--- src/rtl/uart_tx_scheduler.sv ---
// uart_tx_scheduler
//   Shares one UART transmitter between two result sources. The ALU source
//   gives a 16-bit result, sent as two frames, low byte first. The register
//   file source gives an 8-bit read, sent as one frame. Each source has a
//   one-entry buffer. A round-robin arbiter picks between the two buffers.
//   A small FSM drives the transmitter and follows its Busy handshake, so
//   that exactly one frame is launched per byte.
//
// Ports
//   CLK, Reset        rising-edge clock, asynchronous active-high reset
//   ALU_out/valid     ALU result and its 1-cycle strobe
//   RF_RdData/Valid   register-file read data and its 1-cycle strobe
//   Cfg_parity_*      parity config, latched when a source is granted
//   Tx_busy           Busy from the UART transmitter
//   Tx_data/valid     byte and 1-cycle launch pulse to the transmitter
//   Tx_parity_*       parity config, held for the whole frame
//   Sched_busy        a buffer is full or a transfer is in progress
//   Overflow          sticky: a strobe arrived for a full buffer
//   Tx_err            sticky: Tx_busy never rose after a launch
//
// ALU_WIDTH must be 2*DATA_WIDTH.
module uart_tx_scheduler #(
  parameter int DATA_WIDTH   = 8,
  parameter int ALU_WIDTH    = 16,
  parameter int BUSY_TIMEOUT = 7
) (
  input  logic                  CLK,
  input  logic                  Reset,
  input  logic [ALU_WIDTH-1:0]  ALU_out,
  input  logic                  ALU_valid,
  input  logic [DATA_WIDTH-1:0] RF_RdData,
  input  logic                  RF_RdValid,
  input  logic                  Cfg_parity_en,
  input  logic                  Cfg_parity_typ,
  input  logic                  Tx_busy,
  output logic [DATA_WIDTH-1:0] Tx_data,
  output logic                  Tx_data_valid,
  output logic                  Tx_parity_en,
  output logic                  Tx_parity_typ,
  output logic                  Sched_busy,
  output logic                  Overflow,
  output logic                  Tx_err
);

  localparam int CNT_W = (BUSY_TIMEOUT < 1) ? 1 : $clog2(BUSY_TIMEOUT + 1);
  localparam logic [CNT_W-1:0] TIMEOUT_VAL = CNT_W'(BUSY_TIMEOUT);

  typedef enum logic [1:0] {IDLE, LAUNCH, WAIT_HI, WAIT_LO} state_t;

  state_t                state, state_nxt;
  logic [ALU_WIDTH-1:0]  alu_buf;
  logic [DATA_WIDTH-1:0] rf_buf;
  logic                  alu_full, rf_full;
  logic                  alu_free, rf_free, alu_take, rf_take;
  logic                  grant_alu, grant_nxt;
  logic                  contested, contested_nxt;
  logic                  last_tie_alu, last_tie_nxt;
  logic                  byte_idx, byte_idx_nxt;
  logic [CNT_W-1:0]      cnt, cnt_nxt;
  logic [DATA_WIDTH-1:0] tx_data_nxt;
  logic                  tx_vld_nxt, par_en_nxt, par_typ_nxt, err_nxt;
  logic                  pick_alu;

  // A buffer is released on the edge that launches its last byte.
  // A strobe arriving on that same edge therefore refills it.
  assign alu_take   = ALU_valid  & (~alu_full | alu_free);
  assign rf_take    = RF_RdValid & (~rf_full  | rf_free);
  assign Sched_busy = alu_full | rf_full | (state != IDLE);

  // Tie-break pointer: it remembers who won the last contested grant.
  // The other source wins the next tie.
  assign pick_alu = alu_full & (~rf_full | ~last_tie_alu);

  always_comb begin
    state_nxt    = state;
    grant_nxt    = grant_alu;
    contested_nxt = contested;
    last_tie_nxt = last_tie_alu;
    byte_idx_nxt = byte_idx;
    cnt_nxt      = cnt;
    tx_data_nxt  = Tx_data;
    tx_vld_nxt   = 1'b0;
    par_en_nxt   = Tx_parity_en;
    par_typ_nxt  = Tx_parity_typ;
    err_nxt      = Tx_err;
    alu_free     = 1'b0;
    rf_free      = 1'b0;
    unique case (state)
      IDLE: begin
        if ((alu_full | rf_full) & ~Tx_busy) begin
          grant_nxt     = pick_alu;
          contested_nxt = alu_full & rf_full;
          byte_idx_nxt  = 1'b0;
          tx_data_nxt   = pick_alu ? alu_buf[DATA_WIDTH-1:0] : rf_buf;
          rf_free       = ~pick_alu;
          tx_vld_nxt    = 1'b1;
          par_en_nxt    = Cfg_parity_en;
          par_typ_nxt   = Cfg_parity_typ;
          state_nxt     = LAUNCH;
        end
      end
      LAUNCH: begin
        cnt_nxt   = '0;
        state_nxt = WAIT_HI;
      end
      WAIT_HI: begin
        if (Tx_busy) begin
          state_nxt = WAIT_LO;
        end else if (cnt == TIMEOUT_VAL) begin
          // Abandon the transfer. Only an ALU word still on its first byte
          // holds its buffer. Every other case freed the buffer at launch,
          // and it may already hold new data.
          err_nxt      = 1'b1;
          alu_free     = grant_alu & ~byte_idx;
          byte_idx_nxt = 1'b0;
          state_nxt    = IDLE;
        end else begin
          cnt_nxt = cnt + 1'b1;
        end
      end
      WAIT_LO: begin
        if (~Tx_busy) begin
          if (grant_alu & ~byte_idx) begin
            // Send the high byte at once, so RF cannot slip in between.
            byte_idx_nxt = 1'b1;
            tx_data_nxt  = alu_buf[ALU_WIDTH-1:DATA_WIDTH];
            tx_vld_nxt   = 1'b1;
            alu_free     = 1'b1;
            state_nxt    = LAUNCH;
          end else begin
            byte_idx_nxt = 1'b0;
            if (contested) last_tie_nxt = grant_alu;
            state_nxt    = IDLE;
          end
        end
      end
      default: state_nxt = IDLE;
    endcase
  end

  always_ff @(posedge CLK or posedge Reset) begin
    if (Reset) begin
      state         <= IDLE;
      alu_full      <= 1'b0;
      rf_full       <= 1'b0;
      grant_alu     <= 1'b0;
      contested     <= 1'b0;
      last_tie_alu  <= 1'b0;
      byte_idx      <= 1'b0;
      cnt           <= '0;
      Tx_data       <= '0;
      Tx_data_valid <= 1'b0;
      Tx_parity_en  <= 1'b0;
      Tx_parity_typ <= 1'b0;
      Overflow      <= 1'b0;
      Tx_err        <= 1'b0;
    end else begin
      state         <= state_nxt;
      alu_full      <= alu_take | (alu_full & ~alu_free);
      rf_full       <= rf_take  | (rf_full  & ~rf_free);
      grant_alu     <= grant_nxt;
      contested     <= contested_nxt;
      last_tie_alu  <= last_tie_nxt;
      byte_idx      <= byte_idx_nxt;
      cnt           <= cnt_nxt;
      Tx_data       <= tx_data_nxt;
      Tx_data_valid <= tx_vld_nxt;
      Tx_parity_en  <= par_en_nxt;
      Tx_parity_typ <= par_typ_nxt;
      Overflow      <= Overflow | (ALU_valid & alu_full & ~alu_free)
                                | (RF_RdValid & rf_full & ~rf_free);
      Tx_err        <= err_nxt;
    end
  end

  // Buffer contents: the full flags above qualify them, so no reset is needed.
  always_ff @(posedge CLK) begin
    if (alu_take) alu_buf <= ALU_out;
    if (rf_take)  rf_buf  <= RF_RdData;
  end

endmodule

--- config.mk ---
export PLATFORM = sky130hd
export DESIGN_NAME = uart_tx_scheduler
export DESIGN_NICKNAME = d
export VERILOG_FILES = /design/src/rtl/uart_tx_scheduler.sv
export SDC_FILE = /design/constraint.sdc
export NUM_CORES = 1
export LEC_CHECK = 0
export ABC_AREA = 1
export BUFFER_PORTS_ARGS = -buffer_cell sky130_fd_sc_hd__buf_2
export CORE_MARGIN = 4
export CORE_UTILIZATION = 50
export CTS_BUF_LIST = sky130_fd_sc_hd__clkbuf_2
export CTS_CLUSTER_DIAMETER = 150
export DETAILED_ROUTE_END_ITERATION = 16
export PLACE_DENSITY = 0.83
export SYNTH_ARGS = -nofsm -noshare
export SYNTH_HDL_FRONTEND = slang
export SYNTH_SLANG_ARGS = --single-unit
--- constraint.sdc ---
create_clock -name CLK -period 3 [get_ports CLK]
set_clock_uncertainty 0.15 [all_clocks]
set_input_delay 0.15 -clock CLK [delete_from_list [all_inputs] [get_ports CLK]]
set_output_delay 0.15 -clock CLK [all_outputs]
set_load 0.05 [all_outputs]
==> metrics, run 1 <==
HP Class in2reg; Yosys warnings 0; total number of vias roughly 1,700; post-synthesis register bit count 48; vias in the first global route 1,687; chip height a little over 70 um; Data required, critical path 2950 ps; post-route setup TNS 0 ps; DRT Pass-1 Iters 5; CP Cell Sequence nor2_2 > nor2_2 > nand3_2 > a21oi_1; fin crit period ~2100 ps; commonest cells after routing, fill and taps aside nand2_1 (63), buf_2 (44), nand3_1 (32); hold path start RF_RdData[6]; Peak VDD IR around 0.53 mV; Clock transition at path regs roughly 240 ps; cell row count 23; # diodes 0; syn_nets ~240; initial detailed-routing violation count ~120; Worst path slowest cell dfrtp_1; Post-Synthesis Cells a little over 200; register area share after synthesis a little over three fifths; worst-path maximum fanout 14; period utilisation layout about 71%; Critical R2R Launch alu_full; Fillers between 200 and 300; hpwl dp approximately 3100 um; CTS tree done; wire length per cell about 14 um; Yosys cell types 21; post_cts resized 0; Vias/cell approximately 4.9; largest net degree at the start of global routing 25; GRT Util Overall 19.7%; final setup margin between 800 and 900 ps; Post-DRT Antenna Nets 0; CP Capture Type flop; WHS between 200 and 300 ps; Clock Sink Count 48; CORE AREA roughly 4000 um^2; crit path launch type flop; cts bufs inserted 5; Critical path buffers and inverters 0; Ports 45; Max-slew headroom 39.4%; Worst Path Arrival 2070 ps; first-pass GRT wire length between 7000 and 8000 um; Remaining DRCs 0; CP top delay family flip-flops; Worst-Skew Late Latency about 420 ps; DP Worst Slack 942 ps; die area 5280 um^2; share of cells above drive strength 1 roughly a quarter; Fmax approximately 470 MHz; final WL around 4600 um; Largest stage delay, worst path slightly below 700 ps; initial antenna violation count 0; Least-Margin Pin Slew just over 900 ps; nets@finish about 320; Hold Fails Final Rpt 0; Initial Utilization 51.9%; root cell of the clock tree clkbuf_2; GP Congestion around 0.94; final setup vio count 0; Clock Tree Buf Depth 2; critical path type reg2reg; syn_area_per_cell a little over 10 um^2; RSZ-0062 raised after global routing no; die width a little over 70 um; max-cap viol count 0; Final Slew Violations 0; outcome completed; Synth-to-Final Area Change 31.8%; crit path from alu_full; H-tree depth 2; most common cell after layout, fill and taps aside nand2_1; pwr dens 888 nW/um^2; Congestion Overflow GR 0; port bufs 44; CP dominant cell by count nor2_2; P_leak about 0.0013 uW; synthesized cell area 2090 um^2
metal layers:
layer / GRT usage [%] / share of wire, % / wire length (um) / vias up
met4: 5.12 / 0.99 / 46 / 0
met2: 33.9 / 51 / 2370 / 59
li1: - / - / - / 834
met3: 5.65 / 6.5 / 301 / 10
met1: 24.4 / 41 / 1910 / 753
met5: 0 / 0 / 0 / -
metrics by stage:
| stage | instance area (um^2) | power, uW | instances | util, % |
|---|---|---|---|---|
| CTS | 2760 | 2450 | 335 | 68.4 |
| floorplan | 2090 | 1750 | 204 | - |
| finish | 2760 | 2450 | 335 | 68.4 |
| detailed placement | 2370 | 2000 | 297 | 58.7 |
| global route | 2760 | 2620 | 335 | 68.4 |
| global placement | 2370 | 1970 | 297 | 58.7 |
repair_timing:
item                                   in CTS  in global routing
buffers inserted                            0                  0
hold buffers                               30                  0
endpoints found under the hold margin      54                  0
registers in the layout, indices dropped and copies added (netlist names), 2 cells and up:
signal   count
alu_buf     16
Tx_data      8
rf_buf       8
cnt          3
state        2
synthesized netlist by cell type:
| cell | number | share of area, % |
|---|---|---|
| nand2_1 | 63 | 11 |
| nand3_1 | 32 | 7.7 |
| dfrtp_1 | 24 | 29 |
| edfxtp_1 | 24 | 34 |
| inv_1 | 16 | 2.9 |
| or2_2 | 8 | 2.4 |
| ha_1 | 6 | 3.6 |
| o21ai_0 | 6 | 1.4 |
| a21oi_1 | 4 | 0.96 |
| nand2_2 | 4 | 1.2 |
| inv_2 | 3 | 0.54 |
| nor2_2 | 3 | 0.90 |
| nor2_1 | 2 | 0.36 |
| o21a_1 | 2 | 0.72 |
| buf_2 | 1 | 0.24 |
| buf_6 | 1 | 0.54 |
| nand3_2 | 1 | 0.48 |
| nand4_1 | 1 | 0.30 |
| nand4_2 | 1 | 0.60 |
| nor2_4 | 1 | 0.54 |
| o21ai_1 | 1 | 0.24 |
power breakdown:
group / leakage, uW / total, uW / internal (uW) / switching (uW)
Sequential: 0.000497 / 950 / 853 / 96.3
Combinational: 0.000792 / 1070 / 322 / 747
Clock: 0.0000532 / 429 / 228 / 201
logic make-up (layout without fill, tap and decap cells):
| kind of cell | Yosys count | count (layout) | synth area share (%) |
|---|---|---|---|
| and+or+nand+nor | 116 | 116 | 25.7 |
| DFF | 48 | 48 | 63.2 |
| buffers and inverters | 21 | 102 | 4.19 |
| AOI/OAI and AO/OA | 13 | 13 | 3.35 |
| adders and majority gates | 6 | 6 | 3.59 |
worst paths after layout:
check | endpoint | slack (ps) | cells after the start
worst max-delay path | rf_buf[0] | 880 | 4
worst min-delay path | rf_buf[6] | 250 | 2
worst max register to register | rf_buf[0] | 880 | 4
worst min register to register | Overflow | 360 | 2
max in group asynchronous | cnt[2] | 1870 | 3
min in group asynchronous | rf_full | 270 | 3
area by class of cell:
cell class	instances	area, um^2	share of cell area [%]
inverter	19	71.3	2.59
clock inverter	2	60.1	2.18
multi-input combinational	135	683	24.8
sequential	48	1320	47.9
tap	50	62.6	2.27
timing repair buffer	75	528	19.2
clock buffer	6	30.0	1.09
(Power assumes the default switching activity.)
==> run 2, diff against run 1 <==
ABC_AREA = 0   (was 1)
PLACE_DENSITY = 0.86   (was 0.83)
clock period = 1.85 ns   (was 3 ns; I/O delays follow)
==> run 2 against run 1 <==
  * The run now ends with negative setup slack left
  * Largest cell class unchanged
  * Worst hold slack got worse by 160 ps
  * Flip-flop and latch count unchanged
  * Final cell count decreased by 9.9%
  * Total power increased by 70%
==> metrics, run 2 <==
Synth Area in Adders 3.69%; top cells by count, synth dfrtp_1 (24), edfxtp_1 (24), mux2_2 (13), nand2_1 (12), o21ai_0 (11); Least-Margin Pin Slew 307 ps; Most flops, register alu_buf; synthesized cell area 2040 um^2; H-tree depth 2; Hold Fails Final Rpt 0; final setup margin -98.3 ps; Worst Path Arrival around 1700 ps; cts bufs inserted 5; Clock Sink Count 48; Clock Tree Buf Depth 2; Worst path slowest cell dfrtp_1; CORE AREA between 3000 and 4000 um^2; syn_nets 182; Synth area leader edfxtp_1; Worst-Skew Late Latency roughly 420 ps; XOR/XNOR Fraction of Synth Area less than 1%; most common cell after layout, fill and taps aside buf_2; post-synth top area share 35.4%; initial detailed-routing violation count 77; # diodes 0; total number of vias 1,583; worst-path maximum fanout 4; Largest stage delay, worst path ~450 ps; CP endpoint Sched_busy; Ports 45; Critical path buffers and inverters 2; worst reg2reg endpoint byte_idx; first-pass GRT wire length 8390 um; Post-Synthesis Cells roughly 150; share of cells above drive strength 1 between 40% and 50%; nets@finish 290; P_leak 0.00132 uW; fin crit period 1950 ps; register area share after synthesis between 60% and 70%; initial antenna violation count 0; crit path from state[1]; Reg2Reg Setup Slack -90 ps; GP Congestion between 0.8 and 0.9; ranking of synthesized cells by area edfxtp_1 (35%), dfrtp_1 (29%), mux2_2 (7.2%), mux2i_1 (4.4%), ha_1 (3.7%); Final Slew Violations 0; critical path type reg2out; Remaining DRCs 0; Initial Utilization around 54%; HP Class in2async; Yosys warnings 0; post-route setup TNS -889 ps; Synth-to-Final Area Change 46.8%; vias in the first global route approximately 1,800; fraction of the mapped netlist area in simple logic gates roughly 7%; post-synthesis register bit count between 40 and 50; Data required, critical path 1610 ps; RSZ-0062 raised after global routing yes; Async S/R FF share, synth around half; Congestion Overflow GR 0; die area ~5200 um^2; Post-synth EDFFs 24; Post-synth top flop edfxtp_1; hpwl dp around 3000 um; Critical R2R Launch state[1]; syn_area_per_cell ~14 um^2; commonest cells after routing, fill and taps aside buf_2 (43), dlygate4sd3_1 (30), buf_4 (26); CP top delay family flip-flops; max reg flops 16; port bufs 44; failing checks negative setup slack; largest net degree at the start of global routing 25; max-cap viol count 0; Peak VDD IR approximately 0.7 mV; Max-slew headroom 79.5%; Fmax 513 MHz; Vias/cell about 5.2; post-synthesis mux area share ~12%; Total Power around 4200 uW; Clock transition at path regs roughly 230 ps; CP Cell Sequence inv_2 > ha_4 > or3b_4 > buf_8; outcome finished, violations left; post-synthesis compound-gate area fraction a little over a tenth; top flop regs alu_buf (16), Tx_data (8), rf_buf (8); DRT Pass-1 Iters 4; root cell of the clock tree clkbuf_2; GRT Util Overall 21.5%; largest family of logic cells by synthesized area multiplexers; chip height around 72 um; CTS tree done; Post-DRT Antenna Nets 0; final WL 5100 um; Yosys cell types 32; crit path launch type flop; Worst path depth 4; area post-placement 2440 um^2; Register-to-Register Path Depth 7; wire length per cell 16.9 um; final setup vio count 21; die width between 70 and 80 um; period utilisation layout 105%; cell row count 22; final instance area about 3000 um^2; pwr dens 1390 nW/um^2; CP Capture Type primary output
==> run 2: cell count changes after synthesis, moves of 3 or more <==
cell and delta:
inv_1 -9, o21ai_0 +5, nor2_1 +3, a22o_1 +3, nand2_1 -51, mux2_2 +13, a211oi_1 +3, inv_2 -3
nand2b_1 +3, nand2_2 -4, nor2_2 -3, nand3_1 -32, or2_2 -8, mux2i_1 +9
==> run 2: worst min path at each step <==
stage                   endpoint  slack [ps]  cells past startpoint
floorplan               Overflow         -40                      1
global placement      Tx_data[5]           3                      3
detailed placement    Tx_data[5]          30                      3
CTS                 last_tie_alu          90                      4
global route            Overflow          70                      4
finish              last_tie_alu         100                      4
==> run 2: layout make-up <==
cell class                      count  area, um^2
Clock buffer                        7        35.0
Clock inverter                      1        5.00
Fill cell                         227         808
Inverter                            7        26.3
Multi-Input combinational cell     89         786
Sequential cell                    48        1320
Tap cell                           48        60.1
Timing Repair Buffer              102         757
==> run 2: power by group <==
part,leakage [uW],switching (uW),internal (uW)
registers,0.000508,159,1390
logic,0.000778,1260,935
clock network,0.0000330,312,103
total,0.00132,1730,2430
==> run 2: cells by family (layout without fill, tap and decap cells) <==
logic type	Yosys count	after routing
XOR/XNOR	1	1
AND/OR/NAND/NOR	28	29
multiplexers	22	22
flip-flops	48	48
buffers and inverters	10	117
AO/OA/AOI/OAI	30	31
adder cells (fa/ha/maj)	6	6
==> run 2: per-stage QoR <==
step	hold WS, ps	instances	util (%)	worst slack, ps
final	95.7	302	78.7	-98.3
after global placement	3.21	249	64.3	-27.4
after detailed placement	27.3	249	64.3	-73.1
after floorplan	-42.9	145	-	20.4
after global routing	66.2	302	78.7	-185
after CTS	87.4	299	77.2	-82.0
==> run 2: tightest hold or removal path, delay by kind of cell <==
kind     cells  cell delay [ps]
buf+inv      4             1000
==> run 2: routing by layer <==
| metal | GRT usage [%] | up-vias | share of wire [%] |
|---|---|---|---|
| met5 | 0 | - | 0 |
| met4 | 7.93 | 0 | 2.9 |
| met3 | 6.59 | 18 | 5.7 |
| met2 | 38.5 | 53 | 53 |
| met1 | 24.0 | 759 | 39 |
| li1 | - | 753 | - |
==> run 2: timing repair <==
item	CTS	global route
endpoints found under the setup margin	37	37
pin swaps	5	6
buffers inserted	10	3
hold endpoints to repair	70	0
hold buffers	30	0
resized for setup	13	9
gates cloned	2	0
==> run 3, diff against run 2 <==
clock period = 1.65 ns   (was 1.85 ns; I/O delays follow)
==> run 3 against run 2 <==
  * Setup slack got worse by 250 ps
  * Largest power group unchanged
  * Register-to-register slack got worse by 250 ps
  * The flow still finishes with violations (negative setup slack)
  * Combinational power is 41% higher
  * Non-clock buffer count grew 3
  * Core utilization is 5.1 points higher
==> metrics, run 3 (same netlist as run 2, synthesis figures left out) <==
outcome finished, violations left; failing checks negative setup slack; Peak VDD IR between 1 and 1.5 mV; top flop regs alu_buf (16), Tx_data (8), rf_buf (8); Data required, critical path approximately 1800 ps; Register-to-Register Path Depth 7; Reg2Reg Setup Slack -340 ps; Max-slew headroom 75.3%; fin crit period between 1500 and 2000 ps; vias in the first global route about 1,900; final setup margin -344 ps; Post-DRT Antenna Nets 0; root cell of the clock tree clkbuf_2; Worst Path Arrival about 2200 ps; Remaining DRCs 0; CP Capture Type flop; period utilisation layout 121%; WL met1 roughly 2400 um; cell row count 22; Clock Sink Count 48; pwr dens between 1500 and 2000 nW/um^2; Final Slew Violations 0; # diodes 0; met3 routed WL approximately 370 um; DRT Pass-1 Iters 4; hpwl dp approximately 3300 um; die area between 5000 and 6000 um^2; CP endpoint Tx_data[2]; area post-placement 2530 um^2; Hold Fails Final Rpt 0; top sig layer met4; Synth-to-Final Area Change 56.3%; chip height slightly above 70 um; Largest stage delay, worst path between 400 and 500 ps; Worst-Skew Late Latency ~400 ps; worst reg2reg endpoint Tx_data[2]; fin util between 80% and 90%; Critical path buffers and inverters 3; most common cell after layout, fill and taps aside buf_2; HP Class in2async; crit path from state[1]; worst-path maximum fanout 8; Critical R2R Launch state[1]; final setup vio count 42; port bufs 44; DP Worst Slack -179 ps; Initial Utilization a little over half; commonest cells after routing, fill and taps aside buf_2 (43), dlygate4sd3_1 (30), dfrtp_1 (24), edfxtp_1 (24), buf_4 (21); critical path type reg2reg; Congestion Overflow GR 0; wire length per cell 21.0 um; Ports 45; initial detailed-routing violation count 87; total number of vias roughly 1,700; cts bufs inserted 5; Most flops, register alu_buf; wire length on met2 around 3500 um; Clock Tree Buf Depth 2; CP Cell Sequence buf_4 > ha_4 > buf_4 > and3b_1 > o211ai_4 > clkbuf_16 > o21ai_1; Clock transition at path regs ~260 ps; final WL ~6400 um; max reg flops 16; Least-Margin Pin Slew 370 ps; P_leak 0.00138 uW; H-tree depth 2; Vias/cell roughly 5.5; CP top delay family buffers and inverters; largest net degree at the start of global routing 25; final instance area about 3200 um^2; Worst path slowest cell dfrtp_1; first-pass GRT wire length between 9000 and 10,000 um; GRT Util Overall 23.0%; Worst path depth 7; die width 71.8 um; CORE AREA ~3800 um^2; nets@finish ~290; initial antenna violation count 0; Fmax about 500 MHz; post-route setup TNS -7900 ps; max-cap viol count 0; GP Congestion 0.803; RSZ-0062 raised after global routing yes; share of cells above drive strength 1 between 50 and 60%; CTS tree done; CP dominant cell by count buf_4; crit path launch type flop
run 3: repair_timing:
item / in CTS / in global routing
hold buffers: 30 / 0
hold endpoints to repair: 79 / 0
pin swaps: 9 / 9
cloned: 1 / 1
setup endpoints to repair: 40 / 45
resized for setup: 27 / 27
buffers inserted: 9 / 1
run 3: worst min-delay path, stage by stage:
cell and delay [ps]:
dlygate4sd3_1 530, buf_2 120, inv_1 40, buf_4 310
run 3: where the power goes:
group | internal [uW] | total, uW | switching (uW)
Clock | 108 | 481 | 372
Sequential | 1560 | 1770 | 206
Combinational | 1340 | 3100 | 1760
Total | 3010 | 5350 | 2340
run 3: final cells by class:
| cell class | count | area, um^2 |
|---|---|---|
| clock buffer | 6 | 30.0 |
| clock inverter | 2 | 12.5 |
| fill | 187 | 614 |
| inverter | 7 | 26.3 |
| multi-input combinational | 88 | 911 |
| sequential | 48 | 1320 |
| tap | 48 | 60.1 |
| timing repair buffer | 105 | 823 |
run 3: per-stage QoR:
| stage | cells | total power [uW] | hold slack, ps |
|---|---|---|---|
| final | 304 | 5350 | 90.0 |
| after global routing | 304 | 5590 | 104 |
| after CTS | 303 | 4740 | 80.2 |
| after global placement | 255 | 3800 | -8.64 |
| after detailed placement | 255 | 3940 | 16.3 |
| after floorplan | 145 | 3200 | -52.9 |
run 3: worst min-delay path by stage:
| stage | startpoint | end | slack, ps | depth (start not counted) |
|---|---|---|---|---|
| global placement | Reset | Tx_err | -9 | 3 |
| detailed placement | Reset | byte_idx | 20 | 3 |
| global route | Reset | Tx_data[4] | 100 | 4 |
| finish | Reset | Tx_data[4] | 90 | 4 |
| floorplan | Reset | Overflow | -50 | 1 |
| CTS | Reset | Tx_data[5] | 80 | 4 |
run 3: layer usage:
layer,up-vias,track usage (%)
li1,754,-
met5,-,0
met2,80,43.6
met3,18,4.07
met4,0,3.97
met1,829,27.2
